`config.mk`:
```
export PLATFORM = sky130hd
export DESIGN_NAME = weight_fetch_sequencer
export DESIGN_NICKNAME = d
export VERILOG_FILES = /design/src/rtl/weight_fetch_sequencer_pkg.sv /design/src/rtl/weight_fetch_sequencer_skid.sv /design/src/rtl/weight_fetch_sequencer.sv
export SDC_FILE = /design/constraint.sdc
export NUM_CORES = 1
export LEC_CHECK = 0
export ABC_AREA = 1
export CAP_MARGIN = 20
export CORE_ASPECT_RATIO = 0.75
export CORE_MARGIN = 2
export CORE_UTILIZATION = 60
export CTS_CLUSTER_DIAMETER = 80
export DETAILED_ROUTE_END_ITERATION = 16
export PLACE_DENSITY = 0.82
export REMOVE_ABC_BUFFERS = 1
export SETUP_SLACK_MARGIN = 0.15
export SLEW_MARGIN = 10
export SYNTH_ARGS = -nofsm -noshare
export SYNTH_HDL_FRONTEND = slang
export SYNTH_HIERARCHICAL = 1
export SYNTH_SLANG_ARGS = --single-unit
```
`constraint.sdc`:
```
create_clock -name clk -period 6.4 [get_ports clk]
set_input_delay 1.28 -clock clk [delete_from_list [all_inputs] [get_ports clk]]
set_output_delay 1.28 -clock clk [all_outputs]
set_load 0.03 [all_outputs]
```
`src/rtl/weight_fetch_sequencer_pkg.sv`:
```
// Weight fetch sequencer shared types.
// FSM encoding and a width helper.
package weight_fetch_sequencer_pkg;

  typedef enum logic [1:0] {
    S_IDLE  = 2'd0,
    S_FETCH = 2'd1,
    S_DRAIN = 2'd2
  } wfs_state_e;

  function automatic int wfs_w(input int n);
    return (n > 1) ? $clog2(n) : 1;
  endfunction

endpackage

```
`src/rtl/weight_fetch_sequencer_skid.sv`:
```
// Two-entry FIFO absorbing the memory read latency.
// Head is forced to zero while empty.
module weight_skid_fifo #(
  parameter int W = 8
) (
  input  logic         clk,
  input  logic         rst_n,
  input  logic         push,
  input  logic [W-1:0] din,
  input  logic         pop,
  output logic [W-1:0] dout,
  output logic [1:0]   count
);

  logic [W-1:0] mem_q [2];
  logic         wr_q;
  logic         rd_q;
  logic [1:0]   cnt_q;
  logic         do_pop;
  logic         do_push;

  assign do_pop  = pop && (cnt_q != 2'd0);
  assign do_push = push && ((cnt_q != 2'd2) || do_pop);
  assign count   = cnt_q;
  assign dout    = (cnt_q != 2'd0) ? mem_q[rd_q] : '0;

  // Storage, pointers and occupancy.
  always_ff @(posedge clk) begin
    if (!rst_n) begin
      mem_q[0] <= '0;
      mem_q[1] <= '0;
      wr_q     <= 1'b0;
      rd_q     <= 1'b0;
      cnt_q    <= 2'd0;
    end else begin
      if (do_push) begin
        mem_q[wr_q] <= din;
        wr_q        <= ~wr_q;
      end
      if (do_pop) begin
        rd_q <= ~rd_q;
      end
      cnt_q <= cnt_q + {1'b0, do_push}
                     - {1'b0, do_pop};
    end
  end

endmodule

```
`src/rtl/weight_fetch_sequencer.sv`:
```
// Walks a row-major weight matrix in bursts and
// streams it to the MAC array with row/last tags.
module weight_fetch_sequencer
  import weight_fetch_sequencer_pkg::*;
#(
  parameter int DATA_WIDTH = 16,
  parameter int ADDR_WIDTH = 10,
  parameter int READ_BURST = 1,
  parameter int ROWS       = 20,
  parameter int COLS       = 30
) (
  input  logic                         clk,
  input  logic                         rst_n,
  input  logic                         start,
  input  logic [ADDR_WIDTH-1:0]        base_addr,
  output logic                         mem_read_enable,
  output logic [ADDR_WIDTH-1:0]        mem_pointer,
  input  logic [DATA_WIDTH*READ_BURST-1:0] mem_data,
  output logic [DATA_WIDTH*READ_BURST-1:0] w_data,
  output logic                         w_valid,
  input  logic                         w_ready,
  output logic [wfs_w(ROWS)-1:0]       w_row,
  output logic                         w_row_last,
  output logic                         w_last,
  output logic                         busy,
  output logic                         done
);

  localparam int BPR   = COLS / READ_BURST;
  localparam int TOTAL = ROWS * BPR;
  localparam int RW    = wfs_w(ROWS);
  localparam int CW    = wfs_w(BPR);
  localparam int IW    = wfs_w(TOTAL + 1);
  localparam int DW    = DATA_WIDTH * READ_BURST;
  localparam int EW    = DW + RW + 2;

  wfs_state_e            state_q, state_d;
  logic [ADDR_WIDTH-1:0] base_q, base_d;
  logic [RW-1:0]         row_q, row_d;
  logic [CW-1:0]         bcol_q, bcol_d;
  logic [IW-1:0]         issued_q, issued_d;
  logic                  done_q, done_d;
  logic                  inflight_q;
  logic [RW+1:0]         tag_q;

  logic                  issue;
  logic                  pop;
  logic                  accept;
  logic                  row_end;
  logic                  mat_end;
  logic [1:0]            count;
  logic [2:0]            occ;
  logic [ADDR_WIDTH-1:0] off;
  logic [EW-1:0]         head;

  assign pop     = w_valid && w_ready;
  assign occ     = {1'b0, count} + {2'b0, inflight_q};
  assign issue   = (state_q == S_FETCH)
                && (occ < (3'd2 + {2'b0, pop}));
  assign accept  = (state_q == S_IDLE) && start && !done_q;
  assign row_end = (bcol_q == CW'(BPR - 1));
  assign mat_end = (issued_q == IW'(TOTAL - 1));

  assign off = ADDR_WIDTH'(int'(row_q) * COLS
                         + int'(bcol_q) * READ_BURST);

  assign mem_read_enable = issue;
  assign mem_pointer     = issue ? (base_q + off) : '0;
  assign busy            = (state_q != S_IDLE);
  assign done            = done_q;

  // Next-state: accept start, advance issue counters.
  always_comb begin
    state_d  = state_q;
    base_d   = base_q;
    row_d    = row_q;
    bcol_d   = bcol_q;
    issued_d = issued_q;
    done_d   = 1'b0;
    unique case (state_q)
      S_IDLE: begin
        if (accept) begin
          base_d   = base_addr;
          row_d    = '0;
          bcol_d   = '0;
          issued_d = '0;
          state_d  = S_FETCH;
        end
      end
      S_FETCH: begin
        if (issue) begin
          issued_d = issued_q + 1'b1;
          if (row_end) begin
            bcol_d = '0;
            row_d  = row_q + 1'b1;
          end else begin
            bcol_d = bcol_q + 1'b1;
          end
          if (mat_end) begin
            state_d = S_DRAIN;
          end
        end
      end
      S_DRAIN: begin
        if (pop && w_last) begin
          done_d  = 1'b1;
          state_d = S_IDLE;
        end
      end
      default: state_d = S_IDLE;
    endcase
  end

  // State, counters and the read tag pipeline.
  always_ff @(posedge clk) begin
    if (!rst_n) begin
      state_q    <= S_IDLE;
      base_q     <= '0;
      row_q      <= '0;
      bcol_q     <= '0;
      issued_q   <= '0;
      done_q     <= 1'b0;
      inflight_q <= 1'b0;
      tag_q      <= '0;
    end else begin
      state_q    <= state_d;
      base_q     <= base_d;
      row_q      <= row_d;
      bcol_q     <= bcol_d;
      issued_q   <= issued_d;
      done_q     <= done_d;
      inflight_q <= issue;
      if (issue) begin
        tag_q <= {row_q, row_end, mat_end};
      end
    end
  end

  weight_skid_fifo #(
    .W (EW)
  ) u_skid (
    .clk   (clk),
    .rst_n (rst_n),
    .push  (inflight_q),
    .din   ({mem_data, tag_q}),
    .pop   (pop),
    .dout  (head),
    .count (count)
  );

  assign w_valid = (count != 2'd0);
  assign {w_data, w_row, w_row_last, w_last} = head;

endmodule

```
==> flow_summary_export.csv, run 1 <==
group,metric,value,unit
layout,layout.nets,790,
global_route,antenna_found_initial,0,
layout,nFillCells,631,
timing,rsz0062_at_grt,"no",
floorplanning,io_pins,67,
clock_network,max-clock-path-buffers,2,
detailed_routing,firstDrtPassIters,4,
layout,drive_gt1_share,5.98,%
pwr,pwr_density_cell,234,nW/µm²
global_route,first_global_vias,4299,
clock_network,cts_sinks,92,
floorplanning,core_area,8530,µm²
pwr,p_leak,2.81,nW
placement,hpwl,7.89,mm
detailed_routing,avgRoutedWirePerCell,14.1,µm
floorplanning,rows,29,
clock_network,cts_tree,"yes",
floorplanning,die_w,112,µm
timing,setup_viol_count_final,0,
layout,antenna_cells,0,
pwr,ir_worst_vdd,0.000169,V
clock_network,cts_max_level,3,
job,max_cap_violations,0,
logic_synthesis,yosysWarnings,6,
floorplanning,initial_core_util,62.1,%
floorplanning,die-area,9600,µm²
detailed_routing,drt_iter0_markers,249,
clock_network,clkLatencyLatePin,340,ps
logic_synthesis,synth-seq-cells,92,
global_route,grt_first_pass_wirelength,19.3,mm
logic_synthesis,synth_ff_type,"edfxtp_1",
placement,place_congestion,0.866,
placement,postPlaceCellArea,6010,µm²
timing,hold_viol_final,0,
setup_path,arrival,4600,ps
timing,clock.fmax,0.170,GHz
placement,port_buffers,66,
setup_path,worstSetupEndpointType,"primary output",
timing,fin_setup_tns,0,ps
logic_synthesis,yosysMostFrequentCell,"nand2_1",
placement,dp_worst_setup_slack,646,ps
timing,post-route-period-util,91.9,%
timing,timing.final.ws_setup,520,ps
logic_synthesis,yosysSeqAreaShare,43.5,%
logic_synthesis,yosysTopAreaCellShare,26.1,%
logic_synthesis,async_reset_ff_share,0,%
timing,post-route-min-period,5880,ps
outcome,status,"complete, no violations",
timing,skew,7.20,ps
clock_network,cts_setup_buffers,0,
detailed_routing,drc,0,
logic_synthesis,yosys.area.top_type,"edfxtp_1",
logic_synthesis,yosysUniqueCellTypes,33,
clock_network,cts-buffers-inserted,9,
logic_synthesis,syn_area_per_cell,8.13,µm²
min_path,hold_class,"reg2reg",
clock_network,clk_pin_slew,70,ps
timing,finalMaxSlewViolations,0,
logic_synthesis,synth_area,5300,µm²
layout,design_area,6350,µm²
clock_network,cts-root-buf,"clkbuf_16",
logic_synthesis,synth_commonest_cells,"nand2_1, inv_1, nor2_1",
layout,final_util,74.5,%
detailed_routing,ant_nets,0,
detailed_routing,num_vias,4409,
global_route,grt_util_all_layers,25.0,%
timing,slew_headroom,30.0,%
setup_path,required,5120,ps
detailed_routing,vias_per_cell,5.33,
floorplanning,fp.dieH,85.4,µm
setup_path,worstSetupPathType,"reg2out",
timing,max_slew.worst_pin.slew,1050,ps
logic_synthesis,synth_cells,651,
detailed_routing,totalWireLength,11.6,mm
logic_synthesis,synth_edf_count,46,
global_route,grt_overflow,0,
layout,area_delta_synth_final,19.9,%
setup_path,cp_max_fo,7,
logic_synthesis,synth_area_leaders,"edfxtp_1, dfxtp_1, nand2_1",
global_route,grt_start_max_net_pins,35,
setup_path,start_kind,"flip-flop",
worst max-delay path, cell delays in order (launching register included):
cell and delay, ps:
dfxtp_1 490, inv_1 200, fa_1 510, fa_1 520, inv_1 50, ha_1 340, xor2_1 180, ha_1 270
ha_1 380, inv_1 50, o21ai_0 170, nand3_1 80, and2_1 150, nand3_1 70, nand2_1 50, nor2_1 80
clkdlybuf4s50_1 670
area by class of cell:
| cell class | instances | area, µm² | area share [%] |
|---|---|---|---|
| timing repair buffer | 71 | 703 | 11.1 |
| clock inverter | 4 | 98.8 | 1.56 |
| multi-input combinational | 443 | 2510 | 39.5 |
| tap | 108 | 135 | 2.13 |
| clock buffer | 12 | 236 | 3.72 |
| inverter | 97 | 364 | 5.73 |
| sequential | 92 | 2300 | 36.2 |
path summary, 6_finish.rpt:
check | start | endpoint | slack (ps) | cells past startpoint
hold reg to reg | issued_q[9] | issued_q[9] | 470 | 2
setup reg to reg | u_skid/count[1] | u_skid/mem_q[1][16] | 3650 | 5
hold / removal | issued_q[9] | issued_q[9] | 470 | 2
setup / recovery | row_q[2] | mem_pointer[8] | 520 | 16
kinds of logic after synthesis:
group	after synthesis	synth area share (%)
and+or+nand+nor	293	23.8
AOI/OAI and AO/OA	92	9.05
DFF	92	43.5
xor gates and xnor gates	12	1.98
buffers and inverters	116	9.10
adders and majority gates	46	12.6
report_power, final:
| part | total (mW) | internal, mW | leakage (nW) | switching, mW |
|---|---|---|---|---|
| Sequential | 0.667 | 0.649 | 0.851 | 0.0175 |
| Clock | 0.600 | 0.383 | 0.161 | 0.217 |
| Combinational | 0.222 | 0.0787 | 1.80 | 0.143 |
state kept, by name, summed over array words and instances, names as in the netlist, named ones only:
signal,count
u_skid/rd_q,1
inflight_q,1
done,1
tag_q,7
state_q,2
row_q,5
u_skid/mem_q,46
issued_q,10
u_skid/count,2
u_skid/wr_q,1
base_q,10
bcol_q,5
layer usage:
layer | vias to the layer above | track usage (%) | wire (µm) | part of all wire [%]
li1 | 2208 | - | - | -
met1 | 2070 | 32.3 | 5270 | 45
met2 | 121 | 42.4 | 5690 | 49
met3 | 10 | 6.14 | 546 | 4.7
met4 | 0 | 6.87 | 107 | 0.92
met5 | - | 0 | 0 | 0
stage by stage:
| stage | hold slack, ps | power [mW] | std cells |
|---|---|---|---|
| floorplan | 435 | 0.811 | 632 |
| detailed placement | 458 | 0.899 | 811 |
| global route | 491 | 1.54 | 827 |
| global placement | 445 | 0.893 | 811 |
| finish | 469 | 1.49 | 827 |
| CTS | 467 | 1.49 | 827 |
placed cells by master (no fill, tap or decap):
cell type and count:
nor2_1 93, a21oi_1 60, o211ai_1 1, o21ai_2 1, nand3_2 5, clkbuf_16 9
o21ai_0 26, nand2_2 2, inv_2 3, ha_1 34, nand2_8 1, nor3_1 1
nand4_2 1, o21bai_1 1, a21oi_2 2, inv_1 94, nor2_8 1, o21a_1 1
nand4_1 8, and2_1 1, buf_4 5, clkinv_4 1, edfxtp_1 46, fa_1 12
clkbuf_1 3, nor4_1 1, nand3_1 28, clkdlybuf4s50_1 64, nand2_1 142, bufinv_16 3
xor2_1 6, xnor2_1 6, dlymetal6s2s_1 2, dfxtp_1 46, nor2_2 9
timing repair:
action	4_1_cts	5_1_grt
hold buffers	0	0
endpoints found under the setup margin	0	2
gates resized for setup	0	2
(Power assumes the default switching activity.)
==> run 2, diff against run 1 <==
- CORE_UTILIZATION: 60 -> 51
- PLACE_DENSITY: 0.82 -> 0.74
- clock period: 6.4 -> 5.1 ns (I/O delays scaled with it)
==> run 2 against run 1 <==
Effect of this change:
- highest routed layer unchanged
- combinational power up 30%
- worst hold slack gained 1.1 ps
- largest cell class unchanged
- critical path type unchanged
- register-to-register slack got worse by 990 ps
- clock power is 6.7% higher
- via count is 0.86% lower
==> flow_summary_export.csv, run 2 (same netlist as run 1, synthesis figures left out) <==
group,metric,value,unit
floorplanning,rows,32,
clock_network,cts_tree,"yes",
placement,hpwl,7.91,mm
clock_network,cts-root-buf,"clkbuf_16",
outcome,status,"complete, no violations",
layout,antenna_cells,0,
pwr,p_switching,0.467,mW
floorplanning,die_w,122,µm
placement,postPlaceCellArea,6080,µm²
clock_network,cts_sinks,92,
clock_network,clkLatencyLatePin,340,ps
global_route,grt.met2_usage,34.8,%
pwr,ir_worst_vdd,0.000200,V
placement,place_congestion,0.857,
layout,reg_top3,"u_skid/mem_q: 46 flops, base_q: 10 flops, issued_q: 10 flops",
detailed_routing,avgRoutedWirePerCell,13.3,µm
min_path,hold_class,"reg2reg",
detailed_routing,num_vias,4371,
pwr,p_int,1.30,mW
detailed_routing,drc,0,
global_route,grt_util_all_layers,21.3,%
pwr,pwr-share-clk,36.3,%
timing,post-route-min-period,4860,ps
detailed_routing,drt_iter0_markers,300,
clock_network,max-clock-path-buffers,2,
layout,layout_commonest_cell,"nand2_1",
layout,design_area,6530,µm²
job,max_cap_violations,0,
floorplanning,initial_core_util,51.9,%
placement,numPlacedInstances,845,
global_route,grt_util_met3,4.17,%
floorplanning,fp.dieH,92.2,µm
pwr,p_seq_share,47.4,%
detailed_routing,totalWireLength,11.5,mm
floorplanning,core_area,10200,µm²
global_route,grt_most_used_layer,"met2",
layout,area_delta_synth_final,23.2,%
global_route,grt_start_max_net_pins,35,
layout,drive_gt1_share,10.6,%
pwr,p_leak,2.82,nW
detailed_routing,vias_per_cell,5.06,
layout,largest-register,"u_skid/mem_q",
pwr,combinationalPowerShare,16.3,%
setup_path,worstSetupPathType,"reg2out",
timing,rsz0062_at_grt,"yes",
timing,finalMaxSlewViolations,0,
setup_path,cp_max_fo,4,
clock_network,clk_pin_slew,60,ps
clock_network,cts_max_level,3,
timing,clock.fmax,0.206,GHz
timing,slew_headroom,27.0,%
timing,max_slew.worst_pin.slew,1090,ps
detailed_routing,ant_nets,0,
setup_path,arrival,3840,ps
clock_network,cts-buffers-inserted,9,
timing,setup_viol_count_final,0,
detailed_routing,firstDrtPassIters,4,
setup_path,required,4080,ps
global_route,first_global_vias,4263,
global_route,antenna_found_initial,0,
timing,skew,7.46,ps
floorplanning,io_pins,67,
global_route,grt_util_met1,28.9,%
placement,port_buffers,66,
layout,layout.nets,798,
layout,mostFrequentLayoutCells,"nand2_1, nor2_1, inv_1",
global_route,grt_first_pass_wirelength,19.1,mm
timing,hold_viol_final,0,
global_route,grt_overflow,0,
layout,largest_reg_flops,46,
pwr,p_sw_share,26.4,%
clock_network,hold_buffers,0,
layout,fin_cells,863,
setup_path,start_kind,"flip-flop",
floorplanning,die-area,11200,µm²
timing,fin_setup_tns,0,ps
pwr,pwr_density_cell,271,nW/µm²
timing,post-route-period-util,95.2,%
setup_path,worstSetupEndpointType,"primary output",
## run 2: critical path, cell delays in order (launching register included)
cell and delay, ps:
dfxtp_4 360, fa_1 530, inv_1 60, fa_1 470, inv_1 60, ha_1 280, nand3_2 70, nand3_2 80
nand2_1 80, nand2_1 60, a21oi_2 140, xnor2_1 80, ha_1 330, ha_4 290, nand2_1 60, inv_2 60
nand3_2 80, nand3_2 80, nand3_1 70, nand2_1 60, nor2_1 50, buf_4 160
## run 2: per-stage QoR
| stage | power [mW] | worst slack [ps] | hold WS (ps) | util (%) |
|---|---|---|---|---|
| floorplan | 1.02 | 215 | 435 | - |
| global placement | 1.12 | 169 | 444 | 59.6 |
| detailed placement | 1.13 | 77.4 | 458 | 59.6 |
| CTS | 1.78 | 155 | 468 | 63.2 |
| global route | 1.84 | 26.9 | 485 | 63.9 |
| finish | 1.77 | 244 | 470 | 63.9 |
## run 2: per-layer routing
layer | part of all wire (%) | vias up | wire, µm
met5 | 0 | - | 0
met4 | 0.86 | 0 | 99
met3 | 4.8 | 8 | 556
met2 | 49 | 96 | 5660
met1 | 45 | 2040 | 5180
li1 | - | 2227 | -
## run 2: timing repair
action / in CTS / in global routing
pin swaps: 2 / 9
setup endpoints to repair: 6 / 4
setup buffers: 1 / 0
gates resized for setup: 16 / 14
## run 2: cell type report
| class | count | area (µm²) |
|---|---|---|
| clock inverters | 1 | 5.00 |
| well taps | 136 | 170 |
| repair buffers | 79 | 766 |
| fillers | 863 | 3680 |
| multi-input cells | 443 | 2630 |
| clock buffers | 15 | 282 |
| flip-flops and latches | 92 | 2310 |
| inverters | 97 | 364 |
## run 2: final timing paths
path | from | endpoint | slack (ps) | cells past startpoint
min reg2reg | issued_q[9] | issued_q[9] | 470 | 2
max reg2reg | u_skid/count[0] | u_skid/mem_q[1][11] | 2660 | 6
min | issued_q[9] | issued_q[9] | 470 | 2
max | row_q[1] | mem_pointer[9] | 240 | 21
## run 2: power by group through the flow
| stage | Combinational, mW | Sequential [mW] | Clock [mW] |
|---|---|---|---|
| finish | 0.288 | 0.837 | 0.640 |
| global route | 0.317 | 0.841 | 0.684 |
| CTS | 0.284 | 0.836 | 0.655 |
| detailed placement | 0.278 | 0.854 | 0 |
| global placement | 0.272 | 0.851 | 0 |
| floorplan | 0.171 | 0.847 | 0 |
